**config.mk**
```make
export PLATFORM = sky130hd
export DESIGN_NAME = uart_tx_sched
export DESIGN_NICKNAME = d
export VERILOG_FILES = /design/src/rtl/uart_tx_sched.sv
export SDC_FILE = /design/constraint.sdc
export NUM_CORES = 1
export LEC_CHECK = 0
export CAP_MARGIN = 20
export CORE_ASPECT_RATIO = 1.4
export CORE_MARGIN = 4
export CORE_UTILIZATION = 42
export CTS_BUF_LIST = sky130_fd_sc_hd__clkbuf_16
export DETAILED_ROUTE_END_ITERATION = 7
export GPL_ROUTABILITY_DRIVEN = 0
export PLACE_DENSITY = 0.77
export SLEW_MARGIN = 10
export SYNTH_ARGS = -nofsm -noshare
export SYNTH_HDL_FRONTEND = slang
export SYNTH_SLANG_ARGS = --single-unit
```
**constraint.sdc**
```tcl
create_clock -name clk -period 2.04 [get_ports clk]
set_input_delay 0.612 -clock clk [delete_from_list [all_inputs] [get_ports clk]]
set_output_delay 0.612 -clock clk [all_outputs]
set_load 0.01 [all_outputs]
```
**src/rtl/uart_tx_sched.sv**
```systemverilog
`default_nettype none
// ============================================================================
// Module   : uart_tx_sched
// Function : Round-robin scheduler giving four requesters turns on a single
//            UART transmitter, with a per-byte completion timeout.
// Revision : 1.0 - initial release
// ============================================================================
module uart_tx_sched #(
  parameter logic [15:0] TIMEOUT = 16'd50000
) (
  input  logic        clk,
  input  logic        reset,
  input  logic        en,
  input  logic [3:0]  req,
  input  logic [31:0] req_data,
  output logic [3:0]  gnt,
  output logic [3:0]  done,
  output logic [3:0]  err,
  output logic        active,
  input  logic        tx_busy,
  input  logic        tx_end,
  output logic        tx_start,
  output logic [7:0]  tx_data
);

  localparam logic [15:0] c_TMO_LAST = TIMEOUT - 16'd1;

  typedef enum logic [1:0] {
    S_IDLE  = 2'd0,
    S_START = 2'd1,
    S_WAIT  = 2'd2,
    S_DONE  = 2'd3
  } state_t;

  state_t      r_state;
  logic [3:0]  r_gnt;
  logic [3:0]  r_done;
  logic [3:0]  r_err;
  logic        r_active;
  logic        r_tx_start;
  logic [7:0]  r_tx_data;
  logic [15:0] r_cnt;
  logic [1:0]  r_last;

  logic [1:0]  w_winner;
  logic [1:0]  w_idx;
  logic [7:0]  w_byte;

  // Scan offsets 4..1 from the last owner so the smallest offset is written last and wins.
  always_comb begin
    w_winner = r_last;
    w_idx    = r_last;
    for (int i = 3; i >= 0; i--) begin
      w_idx = r_last + 2'(i + 1);
      if (req[w_idx]) w_winner = w_idx;
    end
  end

  assign w_byte = req_data[{w_winner, 3'b000} +: 8];

  always_ff @(posedge clk or negedge reset) begin
    if (!reset) begin
      r_state    <= S_IDLE;
      r_gnt      <= 4'b0000;
      r_done     <= 4'b0000;
      r_err      <= 4'b0000;
      r_active   <= 1'b0;
      r_tx_start <= 1'b0;
      r_tx_data  <= 8'h00;
      r_cnt      <= 16'd0;
      r_last     <= 2'd3;
    end else begin
      r_tx_start <= 1'b0;
      r_tx_data  <= 8'h00;
      r_done     <= 4'b0000;
      r_err      <= 4'b0000;
      case (r_state)
        S_IDLE: begin
          if (en && !tx_busy && (req != 4'b0000)) begin
            r_state    <= S_START;
            r_gnt      <= 4'b0001 << w_winner;
            r_last     <= w_winner;
            r_tx_start <= 1'b1;
            r_tx_data  <= w_byte;
            r_active   <= 1'b1;
          end
        end
        S_START: begin
          r_state <= S_WAIT;
          r_cnt   <= 16'd0;
        end
        S_WAIT: begin
          // A completion arriving on the timeout cycle still counts as success.
          if (tx_end) begin
            r_state <= S_DONE;
            r_gnt   <= 4'b0000;
            r_done  <= r_gnt;
          end else if (r_cnt == c_TMO_LAST) begin
            r_state <= S_DONE;
            r_gnt   <= 4'b0000;
            r_err   <= r_gnt;
          end else begin
            r_cnt <= r_cnt + 16'd1;
          end
        end
        S_DONE: begin
          r_state  <= S_IDLE;
          r_active <= 1'b0;
        end
        default: begin
          r_state  <= S_IDLE;
          r_gnt    <= 4'b0000;
          r_active <= 1'b0;
        end
      endcase
    end
  end

  assign gnt      = r_gnt;
  assign done     = r_done;
  assign err      = r_err;
  assign active   = r_active;
  assign tx_start = r_tx_start;
  assign tx_data  = r_tx_data;

endmodule
`default_nettype wire

```
==> results.py <==
metrics = {
    "outcome": {
        "status": "completed",
    },
    "sta": {
        "clock_skew_ns": 0.00731,
        "tightest_slew_ns": 0.522,
        "rsz0062_at_grt": "false",
        "period_minus_slack_ns": 1.96,
        "fin_tns_setup_ns": 0,
        "fin_crit_sh_pct": 96.1,
        "slew_headroom_pct": 65.2,
        "final_hold_viol_count": 0,
        "maxSlewViolCount": 0,
        "fmax_mhz": 510,
        "final-setup-viol-count": 0,
    },
    "routing": {
        "vias": 1950,
        "drcViolationCount": 0,
        "ant_nets": 0,
        "drt-total-wl_um": 5550,
        "dr.pass1.iters": 4,
        "drt-wirelength-per-cell_um": 15.7,
        "drtIter0Drc": 126,
        "vias_per_cell": 5.51,
    },
    "job": {
        "drv_cap": 0,
    },
    "layout": {
        "regArea_um2": 1050,
        "drive_gt1_share_pct": 21.0,
        "fillers": 369,
        "multi_input_area_um2": 1060,
        "final_nets": 335,
        "instances_no_fill": 354,
        "area_delta_synth_final_pct": 57.1,
        "n_antenna_cell": 0,
    },
    "clock_network": {
        "clk_latency_ns": 0.29,
        "cts_tree": "done",
        "cts_hold_buffers": 0,
        "clk_transition_reported_paths_ns": 0.06,
        "cts_buffers": 5,
        "cts.sinks": 42,
        "h-tree-depth": 2,
        "cts.path.max_buffers": 2,
        "cts_root_buffer": "clkbuf_16",
    },
    "power_and_ir_drop": {
        "power.density_nw_per_um2": 1060,
        "ir_worst_vdd_mv": 0.458,
        "p_leak_uw": 0.00151,
        "total_power_uw": 3500,
    },
    "synth": {
        "async_flop_share_pct": 100,
        "synth_area_leaders": "dfrtp_1 (47%), mux2i_1 (9.5%), ha_1 (3.0%)",
        "syn_area_um2": 2110,
        "synth_area_leader_cell": "dfrtp_1",
        "synthTopCellsByCount": "dfrtp_1 (40), mux2i_1 (20), nand2_1 (15)",
        "ys.warnings.count": 0,
        "synth_cell_type_count": 45,
        "synth_seq_cells": 42,
        "synth_edf_count": 0,
        "synthFlopType": "dfrtp_1",
        "syn-instance-count": 195,
        "syn_area_per_cell_um2": 10.8,
        "syn_nets": 241,
        "ys_seq_area_share_pct": 49.9,
        "yosysTopAreaCellShare_pct": 47.4,
        "synth_most_common_cell": "dfrtp_1",
    },
    "grt": {
        "track_usage_pct": 18.2,
        "grt_pass1_wl_um": 8650,
        "grt_pass1_vias": 2007,
        "grt_max_degree": 43,
        "grt.overflow.total": 0,
        "antenna_found_initial": 0,
    },
    "placement": {
        "dp.cells": 342,
        "dp_hpwl_um": 3980,
        "portBuffers": 62,
    },
    "floorplan": {
        "die-area_um2": 6240,
        "design.core.area_um2": 4840,
        "ios": 63,
        "chipWidth_um": 67.9,
        "num_rows": 30,
        "initial_core_util_pct": 43.6,
        "die_h_um": 91.9,
    },
    "worst_setup_path": {
        "cp_max_fo": 4,
        "r2r_slack_ns": 0.13,
        "crit_path_end_kind": "flip-flop",
        "cp.arrival_ns": 2.13,
        "crit_required_ns": 2.21,
        "crit_path_start_kind": "primary input",
        "critPathKind": "in2reg",
    },
    "worst_hold_path": {
        "hold_path.class": "in2async",
    },
}
-- cell usage in the layout, fill, tap and decap left out, types with 3 or more instances in the layout --
| master | count |
|---|---|
| clkdlybuf4s50_1 | 58 |
| nand3_1 | 5 |
| nor3b_2 | 3 |
| dfrtp_1 | 40 |
| and3_1 | 6 |
| clkbuf_16 | 7 |
| ha_1 | 5 |
| nor2_1 | 8 |
| mux2i_1 | 18 |
| xnor2_1 | 3 |
| nand2_1 | 15 |
| o22ai_1 | 9 |
| o31ai_1 | 5 |
| and2_1 | 4 |
| a22o_1 | 4 |
| nor4_1 | 4 |
| a21oi_1 | 6 |
| nand4_1 | 3 |
| buf_12 | 3 |
| inv_1 | 6 |
| buf_4 | 25 |
| o21ai_0 | 5 |
| dlymetal6s2s_1 | 3 |
-- per-stage QoR --
stage	cell area (um2)	setup WS [ns]	hold slack [ns]	util, %
2_1_floorplan	2110	0.0797	0.316	-
3_3_place_gp	3030	-0.377	0.512	62.7
3_5_place_dp	3030	-0.388	0.536	62.7
4_1_cts	3220	0.0155	0.415	66.4
5_1_grt	3310	0.00626	0.437	68.4
6_report	3310	0.0786	0.385	68.4
-- cell type report --
cell class / instances / share of cell area (%)
well taps: 64 / 2.42
repair buffers: 93 / 28.1
clock buffers: 5 / 3.78
inverters: 6 / 0.680
clock inverters: 3 / 1.32
multi-input cells: 141 / 31.9
flip-flops and latches: 42 / 31.8
-- final timing paths --
path / end / from / cells after the start
max: gnt[1] / req[3] / 7
min: done[2] / reset / 2
max reg2reg: r_cnt[13] / r_state[0] / 6
min reg2reg: r_cnt[1] / r_cnt[1] / 2
max in group asynchronous: r_last[0] / reset / 2
min in group clk: r_cnt[1] / r_cnt[1] / 2
-- metal layers --
| metal | up-vias | wire length (um) | track usage, % |
|---|---|---|---|
| met2 | 68 | 3080 | 34.4 |
| met5 | - | 0 | 0 |
| met1 | 944 | 2020 | 17.6 |
| li1 | 920 | - | - |
| met3 | 18 | 311 | 5.02 |
| met4 | 0 | 143 | 7.63 |
-- flip-flops by register name, summed over array words and instances (netlist names) --
name / flops
r_cnt: 16
active: 1
err: 4
r_last: 2
tx_start: 1
gnt: 4
tx_data: 8
done: 4
r_state: 2
-- cell families (layout without fill, tap and decap cells) --
kind of cell	after synthesis	count (layout)	share of synthesized area [%]
mux	21	21	10.0
flops	42	42	49.9
fa+ha+maj	5	5	2.97
buf+inv	12	107	2.43
simple gates	68	68	18.9
compound gates	44	44	14.5
xor+xnor	3	3	1.25
-- worst max-delay path: stages --
cell	delay, ns
clkdlybuf4s50_1	0.52
nor4_1	0.07
buf_4	0.14
nor3b_2	0.22
o21ai_0	0.16
buf_4	0.19
a22o_1	0.22
-- what timing repair did --
item / in CTS / in global routing
endpoints found under the setup margin: 5 / 14
setup buffers: 1 / 1
pin swaps: 2 / 2
gates cloned: 0 / 2
gates resized for setup: 1 / 11
-- power breakdown --
part | internal [uW] | leakage [uW] | switching (uW)
clock | 579 | 0.0000842 | 334
sequential | 992 | 0.000568 | 144
combinational | 814 | 0.000858 | 633
total | 2380 | 0.00151 | 1110
(Power assumes the default switching activity.)
